--- src/rtl/mem_wb_stage.sv ---
// mem_wb_stage: MEM/WB pipeline register with a valid/ready handshake, a
// one-entry skid buffer, flush, and a write-back forwarding tap.
// Optional feature macro: MEM_WB_PERF_EN adds the stall_cycles and
// bubble_cycles performance counters.
//
// Handshake: a transfer happens on a rising edge where valid && ready are
// both high. in_ready depends only on registered state (skid empty). The
// consumer may drop out_ready at any time. A dropped out_ready stops at most
// one further entry, which is held in the skid register.
module mem_wb_stage #(
    parameter int DATA_W = 32,
    parameter int REG_AW = 5
) (
    input  logic              clk,
    input  logic              rst,
    input  logic              flush,
    input  logic              in_valid,
    output logic              in_ready,
    input  logic [DATA_W-1:0] in_read_data,
    input  logic [DATA_W-1:0] in_alu_result,
    input  logic [REG_AW-1:0] in_write_dest,
    input  logic [1:0]        in_wb,
    output logic              out_valid,
    input  logic              out_ready,
    output logic [DATA_W-1:0] read_data,
    output logic [DATA_W-1:0] alu_result,
    output logic [REG_AW-1:0] write_dest,
    output logic              reg_write,
    output logic              mem_to_reg,
    output logic [DATA_W-1:0] wb_data,
    output logic              fwd_en,
`ifdef MEM_WB_PERF_EN
    output logic [31:0]       stall_cycles,
    output logic [31:0]       bubble_cycles,
`endif
    output logic [1:0]        dbg_state_o
);

    localparam logic [1:0] EMPTY = 2'd0;
    localparam logic [1:0] ONE   = 2'd1;
    localparam logic [1:0] FULL  = 2'd2;

    logic [1:0]        state_q, state_d;
    logic [DATA_W-1:0] out_rd_q, out_alu_q, skid_rd_q, skid_alu_q;
    logic [REG_AW-1:0] out_dest_q, skid_dest_q;
    logic [1:0]        out_wb_q, skid_wb_q;
    logic              accept, consume;
    logic              load_out_in, load_out_skid, load_skid;

    // The valid bits of OUT and SKID come from the state.
    assign out_valid   = (state_q != EMPTY);
    assign in_ready    = (state_q != FULL);
    assign accept      = in_valid && in_ready;
    assign consume     = out_valid && out_ready;
    assign dbg_state_o = state_q;

    // Next state and register load selects. A flush cancels every load this edge.
    always_comb begin
        state_d       = state_q;
        load_out_in   = 1'b0;
        load_out_skid = 1'b0;
        load_skid     = 1'b0;
        case (state_q)
            EMPTY: begin
                if (accept) begin
                    state_d     = ONE;
                    load_out_in = 1'b1;
                end
            end
            ONE: begin
                if (consume && accept) begin
                    load_out_in = 1'b1;
                end else if (consume) begin
                    state_d = EMPTY;
                end else if (accept) begin
                    state_d   = FULL;
                    load_skid = 1'b1;
                end
            end
            FULL: begin
                if (consume) begin
                    state_d       = ONE;
                    load_out_skid = 1'b1;
                end
            end
            default: state_d = EMPTY;
        endcase
        if (flush) begin
            state_d       = EMPTY;
            load_out_in   = 1'b0;
            load_out_skid = 1'b0;
            load_skid     = 1'b0;
        end
    end

    // State and data registers. An empty register keeps its last data.
    always_ff @(posedge clk) begin
        if (rst) begin
            state_q     <= EMPTY;
            out_rd_q    <= '0;
            out_alu_q   <= '0;
            out_dest_q  <= '0;
            out_wb_q    <= '0;
            skid_rd_q   <= '0;
            skid_alu_q  <= '0;
            skid_dest_q <= '0;
            skid_wb_q   <= '0;
        end else begin
            state_q <= state_d;
            if (load_out_in) begin
                out_rd_q   <= in_read_data;
                out_alu_q  <= in_alu_result;
                out_dest_q <= in_write_dest;
                out_wb_q   <= in_wb;
            end else if (load_out_skid) begin
                out_rd_q   <= skid_rd_q;
                out_alu_q  <= skid_alu_q;
                out_dest_q <= skid_dest_q;
                out_wb_q   <= skid_wb_q;
            end
            if (load_skid) begin
                skid_rd_q   <= in_read_data;
                skid_alu_q  <= in_alu_result;
                skid_dest_q <= in_write_dest;
                skid_wb_q   <= in_wb;
            end
        end
    end

    // Outputs decode the OUT register only. A bubble never writes and never forwards.
    assign read_data  = out_rd_q;
    assign alu_result = out_alu_q;
    assign write_dest = out_dest_q;
    assign mem_to_reg = out_wb_q[1];
    assign reg_write  = out_wb_q[0] && out_valid;
    assign wb_data    = out_wb_q[1] ? out_rd_q : out_alu_q;
    assign fwd_en     = reg_write && (out_dest_q != '0);

`ifdef MEM_WB_PERF_EN
    logic [31:0] stall_q, bubble_q;

    // Counters for stalled output and empty output. Only rst clears them.
    always_ff @(posedge clk) begin
        if (rst) begin
            stall_q  <= '0;
            bubble_q <= '0;
        end else begin
            if (out_valid && !out_ready) stall_q <= stall_q + 32'd1;
            if (!out_valid)              bubble_q <= bubble_q + 32'd1;
        end
    end

    assign stall_cycles  = stall_q;
    assign bubble_cycles = bubble_q;
`endif

endmodule
--- config.mk ---
export PLATFORM = sky130hd
export DESIGN_NAME = mem_wb_stage
export DESIGN_NICKNAME = d
export VERILOG_FILES = /design/src/rtl/mem_wb_stage.sv
export SDC_FILE = /design/constraint.sdc
export NUM_CORES = 1
export LEC_CHECK = 0
export ABC_AREA = 1
export CORE_MARGIN = 4
export CORE_UTILIZATION = 45
export CTS_CLUSTER_DIAMETER = 150
export DETAILED_ROUTE_END_ITERATION = 16
export PLACE_DENSITY = 0.75
export RECOVER_POWER = 25
export REMOVE_ABC_BUFFERS = 1
export SYNTH_ARGS = -nofsm -noshare
export SYNTH_HDL_FRONTEND = slang
export SYNTH_SLANG_ARGS = --single-unit
--- constraint.sdc ---
create_clock -name clk -period 3.4 [get_ports clk]
set_input_delay 0.68 -clock clk [delete_from_list [all_inputs] [get_ports clk]]
set_output_delay 0.68 -clock clk [all_outputs]
set_load 0.005 [all_outputs]
Word-level counts from Yosys, hierarchy flattened. Index checks and enable logic that the tools add are counted.

Input bits: 76. Bits in registers: 144. Output and inout bits: 108.

Muxes and demuxes: 26. Reductions and logical operators: 11. Eq/ne operators: 7.

Operators by type and width (count): $mux W32 (5); $mux W2 (7); $mux W1 (10); $mux W5 (2); $ne A2 B2 Y1 const B (4); $pmux W2 S3 (1); $logic_and A1 B1 Y1 (5); $reduce_bool A5 Y1 (1); $reduce_and A4 Y1 (1); $reduce_bool A2 Y1 (2); $ne A3 B3 Y1 const B (1); $eq A2 B1 Y1 const B (1); $eq A2 B2 Y1 const B (1); $logic_not A2 Y1 (1); $pmux W1 S2 (1); $reduce_or A2 Y1 (1).

Logic depth before layout (Yosys ltp). Gate-level depths: netlist of run 1.

Word-level depth: 7. Gate-level depth with buffers: 8. Mapped depth without buffers: 7.

Least setup slack after synthesis of run 1. Ideal clock, no wire load.

Kind: reg2out. Start point: register out_wb_q[1]. End point: output port wb_data[10]. Arrival: 1.027 ns. Data required time: 2.720 ns. Stages on the path, launching flop included: 5. Buffers on the path: 2. Setup slack: 1.693 ns. Cells stage by stage: dfxtp_1 -> clkbuf_1 -> clkbuf_1 -> nand2_1 -> o21ai_0.

Cells in the longest elaborated chain, start to end: 1.

RTL lines: from (decl) (RTL line 46) `logic [1:0] out_wb_q, skid_wb_q;`; from (signal assigned) (RTL line 114) `out_wb_q <= in_wb;`; from (signal assigned) (RTL line 119) `out_wb_q <= skid_wb_q;`; $mux W32 (RTL line 136) `assign wb_data = out_wb_q[1] ? out_rd_q : out_alu_q;`; to (decl) (RTL line 30) `output logic [DATA_W-1:0] wb_data,`.

Every way passes these cells.

Worst setup path after layout of run 1.
Start point: register out_wb_q[1]. End point: output port wb_data[8].

The elaborated chain is that of the path after synthesis.

==> results of run 1 <==
==> power breakdown <==
group	switching (mW)	internal (mW)
clock	0.714	1.22
combinational	0.262	0.252
sequential	0.0413	1.74
==> worst paths after layout <==
kind	depth (start not counted)	slack, ns	endpoint
setup / recovery	4	0.43	wb_data[8]
hold / removal	2	0.44	skid_alu_q[26]
setup reg to reg	4	1.02	skid_rd_q[12]
hold reg to reg	2	0.44	skid_alu_q[26]
==> cells by family after synthesis <==
logic type	share of synthesized area (%)
compound gates	12.5
buf+inv	15.1
flops	41.0
simple gates	31.3
==> cell usage after synthesis, types with 2 or more instances <==
| cell | n |
|---|---|
| nor2_1 | 216 |
| inv_1 | 150 |
| nand4_1 | 145 |
| dfxtp_1 | 144 |
| nand2_1 | 106 |
| o21ai_0 | 103 |
| a21oi_1 | 72 |
| buf_2 | 37 |
| clkbuf_1 | 31 |
| buf_6 | 11 |
| buf_1 | 7 |
| buf_4 | 5 |
| nand3_1 | 3 |
| nand3_2 | 2 |
==> state kept, by name (all words and copies together) (netlist names) <==
name,count
out_wb_q,2
alu_result,32
skid_rd_q,32
skid_wb_q,2
skid_alu_q,32
dbg_state_o,2
write_dest,5
skid_dest_q,5
read_data,32
==> tightest hold or removal path, delay by kind of cell (launching register included) <==
kind            cells  cell delay, ns
buf+inv             1            0.05
compound gates      1            0.05
flops               1            0.31
==> through the flow <==
| step | setup WS [ns] | hold WS (ns) |
|---|---|---|
| after floorplan | -0.626 | 0.426 |
| after global placement | 0.859 | 0.431 |
| after detailed placement | 0.837 | 0.435 |
| after CTS | 0.384 | 0.444 |
| after global routing | 0.201 | 0.456 |
| final | 0.427 | 0.444 |
==> metal layers <==
| layer | part of all wire (%) | vias up | GRT usage (%) |
|---|---|---|---|
| met3 | 5.8 | 31 | 4.75 |
| met2 | 47 | 208 | 36.3 |
| met4 | 1.8 | 0 | 7.51 |
| li1 | - | 3641 | - |
| met1 | 45 | 3168 | 28.5 |
| met5 | 0 | - | 0 |
==> area by class of cell <==
type                            instances  area share (%)
Multi-Input combinational cell        652            32.9
Inverter                              152            6.14
Timing Repair Buffer                  197            20.8
Clock buffer                           20            4.68
Tap cell                              211            2.83
Clock inverter                         12            1.78
Sequential cell                       144            30.9
==> flow_summary.ini, run 1 <==
[finish]
final_area_mm2 = 0.00933
final_core_util_pct = 61.1
antenna_cells = 0
fill_cells = 1442
final_cell_mix = nor2_1, clkdlybuf4s50_1, inv_1
layout_commonest_cell = nor2_1
fin_cells = 1388
drive_gt1_share_pct = 4.50
syn_to_final_growth_pct = 32.8
final_nets = 1240
seqCellArea_mm2 = 0.00288
multi_input_area_mm2 = 0.00307

[drt]
viasPerCell = 5.08
totalWireLength_um = 19700
first_pass_iters = 5
routedWlPerCell_um = 14.2
ant_nets = 0
drc_errors = 0
drt_iter0_drc = 427
vias = 7048

[clocking]
cts.sinks = 144
clk_pin_slew_worst_paths_ns = 0.06
root_buffer = clkbuf_16
post_cts_buffers = 0
cts.path.max_buffers = 2
cts-resized-gates = 0
clk_latency_ns = 0.42
cts_tree = done
cts_made_buffers = 17
cts_hold_buf = 0
htreeDepth = 4

[sta]
drv_slew = 0
finClkSkew_ns = 0.00612
post-route-period-util_pct = 87.4
worst_pin_slew_ns = 0.886
max_slew_margin_pct = 41.0
fin_tns_setup_ns = 0
grt_setup_unrepaired = no
period_needed_ns = 2.97
max_freq_ghz = 0.336
setup_viol = 0
hold_viol_final = 0

[logic_synthesis]
synthCells = 1039
ys_seq_area_share_pct = 41.0
yosysWarnings = 0
yosysTopAreaCellShare_pct = 41.0
netlist_area_mm2 = 0.00702
ys.flop_type = dfxtp_1
synth_edf_count = 0
yosysTopAreaCell = dfxtp_1
avgSynthCellArea_um2 = 6.76
async_flop_share_pct = 0
synth-seq-cells = 144
synth.area.top_cells = dfxtp_1, nand4_1, nor2_1, inv_1, o21ai_0
yosysUniqueCellTypes = 21

[critical_path]
slowest_stage = dfxtp_2
worstPathMaxFanout = 48
endpoint_kind = output port
path_buf_inv = 2
crit_start = out_wb_q[1]
path_class = register to output port
path_cells = buf_4 > nand2_1 > o21ai_0 > clkdlybuf4s50_1
rr_startpoint = dbg_state_o[0]
critPathLaunchType = register
crit_family = flip-flops
required_ns = 2.72
crit_arrival_ns = 2.29
critPathMaxStageDelay_ns = 0.88

[die]
core_area_mm2 = 0.0153
pin_count = 184
initial_utilization_pct = 46.0
rows = 45
fp.dieW_um = 133
dieHeight_um = 133
die_area_mm2 = 0.0177

[worst_hold_path]
hold_class = register to register
min-delay-start = skid_alu_q[26]

[power_and_ir_drop]
leakage_nw = 3.67
peakVddDrop_v = 0.000380
power.total_mw = 4.23
power_density_mw_per_mm2 = 454

[placement]
post-place-cells = 1356
gp_congestion = 0.743
portBuffers = 183
detailed_place_hpwl_um = 11600
placed_cell_area_mm2 = 0.00876

[grt]
track_usage_pct = 22.0
grt_pass1_wl_um = 32400
antenna_found_initial = 0
grt_overflow = 0
grt_max_degree = 75
grt_pass1_vias = 6419

[outcome]
status = complete, no violations

[flow_run]
max-cap-violations = 0
Note: power is estimated with default switching activity, not from simulation.
==> run 2, diff against run 1 <==
Settings changed: MAX_ROUTING_LAYER set to met4, RECOVER_POWER 25 to 100, REMOVE_ABC_BUFFERS 1 to not set.
==> run 2 against run 1 <==
Effect of this change: the flow now finishes with violations (max-capacitance violations, max-slew violations); worst hold slack better by 0.0015 ns; global-route usage up 0.99 points; via count up 1.3%; final area up 0.50%; utilization up 0.30 points; cell count unchanged; first-iteration DRC count up 32%; sequential share of layout area down 0.15 points; clock-buffer cell count up 2; critical endpoint is now skid_alu_q[23]; largest cell class unchanged; largest power group unchanged.
==> flow_summary.ini, run 2 (same netlist as run 1, synthesis figures left out) <==
[outcome]
status = finished with violations
violations = max-capacitance violations, max-slew violations

[grt]
grt_max_degree = 145
grt_pass1_vias = 6747
grt_overflow = 0
grt_pass1_wl_um = 32900
track_usage_pct = 23.0
antenna_found_initial = 0

[power_and_ir_drop]
power.total_mw = 4.22
peakVddDrop_v = 0.000339
leakage_nw = 3.93
power_density_mw_per_mm2 = 450

[placement]
detailed_place_hpwl_um = 11600
portBuffers = 183
gp_congestion = 0.749
post-place-cells = 1356
placed_cell_area_mm2 = 0.00879
pre_cts_ws_ns = 0.795

[sta]
fin_tns_setup_ns = 0
worst_pin_slew_ns = 1.66
max_slew_margin_pct = -10.6
finClkSkew_ns = 0.0112
hold_viol_final = 0
period_needed_ns = 2.91
grt_setup_unrepaired = no
final.setup.worst_slack_ns = 0.485
setup_viol = 0
post-route-period-util_pct = 85.7
hold_slack_ns = 0.445
max_freq_ghz = 0.343
drv_slew = 74

[critical_path]
critPathLaunchType = input pin
crit_arrival_ns = 3.17
endpoint_kind = register
worstPathMaxFanout = 66
path_class = input pin to register
required_ns = 3.66

[drt]
ant_nets = 0
routedWlPerCell_um = 14.3
vias = 7142
met2_length_um = 9380
wl_met1_um = 8910
first_pass_iters = 5
totalWireLength_um = 19800
dr_wl_met3_um = 1180
top_layer = met4
drt_iter0_drc = 562
viasPerCell = 5.15
drc_errors = 0

[logic_synthesis]
synthesis.nets = 1115

[finish]
antenna_cells = 0
layout_commonest_cell = nor2_1
drive_gt1_share_pct = 4.67
syn_to_final_growth_pct = 33.5
final_cell_mix = nor2_1, inv_1, nand4_1
final_core_util_pct = 61.4
final_nets = 1240
fin_cells = 1388
final_area_mm2 = 0.00938

[clocking]
cts_hold_buf = 0
clk_latency_ns = 0.42
cts_tree = done
clk_pin_slew_worst_paths_ns = 0.06
root_buffer = clkbuf_16
cts.path.max_buffers = 2
cts-resized-gates = 0
htreeDepth = 4
cts.sinks = 144
post_cts_buffers = 0
cts_made_buffers = 17

[die]
pin_count = 184
core_area_mm2 = 0.0153
rows = 45
dieHeight_um = 133
initial_utilization_pct = 46.0
die_area_mm2 = 0.0177
fp.dieW_um = 133

[flow_run]
max-cap-violations = 1

[worst_hold_path]
hold_class = register to register
==> run 2: cell types whose count changed in the layout (fill, tap and decap cells not counted), sizes merged <==
cell,delta
buf,-3
dlygate4sd3,+85
clkinvlp,+2
clkinv,-3
clkdlybuf4s50,-85
clkbuf,+5
bufinv,-1
==> run 2: layer usage <==
| metal | GRT usage [%] | vias up |
|---|---|---|
| met5 | - | - |
| met4 | 7.27 | 0 |
| met3 | 5.63 | 25 |
| met2 | 37.4 | 228 |
| met1 | 28.1 | 3262 |
| li1 | - | 3627 |
==> run 2: critical path, stage by stage <==
cell,delay (ns)
dlygate4sd3_1,0.59
nor2_1,0.22
nand3_4,0.41
clkbuf_2,0.75
o21ai_0,0.43
a21oi_1,0.08
==> run 2: area by class of cell <==
class	instances	area [um^2]
Fill cell	1429	5880
Sequential cell	144	2880
Timing Repair Buffer	197	1950
Tap cell	211	264
Clock inverter	10	133
Inverter	152	573
Clock buffer	22	484
Multi-Input combinational cell	652	3090
==> run 2: power by group <==
| part | internal (mW) | leakage (nW) | switching [mW] |
|---|---|---|---|
| sequential | 1.74 | 1.17 | 0.0364 |
| clock | 1.23 | 0.298 | 0.711 |
| combinational | 0.237 | 2.46 | 0.266 |
| total | 3.20 | 3.93 | 1.01 |
==> run 2: final timing paths <==
check	start	end	slack, ns	cells past startpoint
max	flush	skid_alu_q[23]	0.49	6
min	skid_dest_q[1]	skid_dest_q[1]	0.45	2
min reg2reg	skid_dest_q[1]	skid_dest_q[1]	0.45	2
max reg2reg	dbg_state_o[0]	skid_alu_q[23]	0.87	4
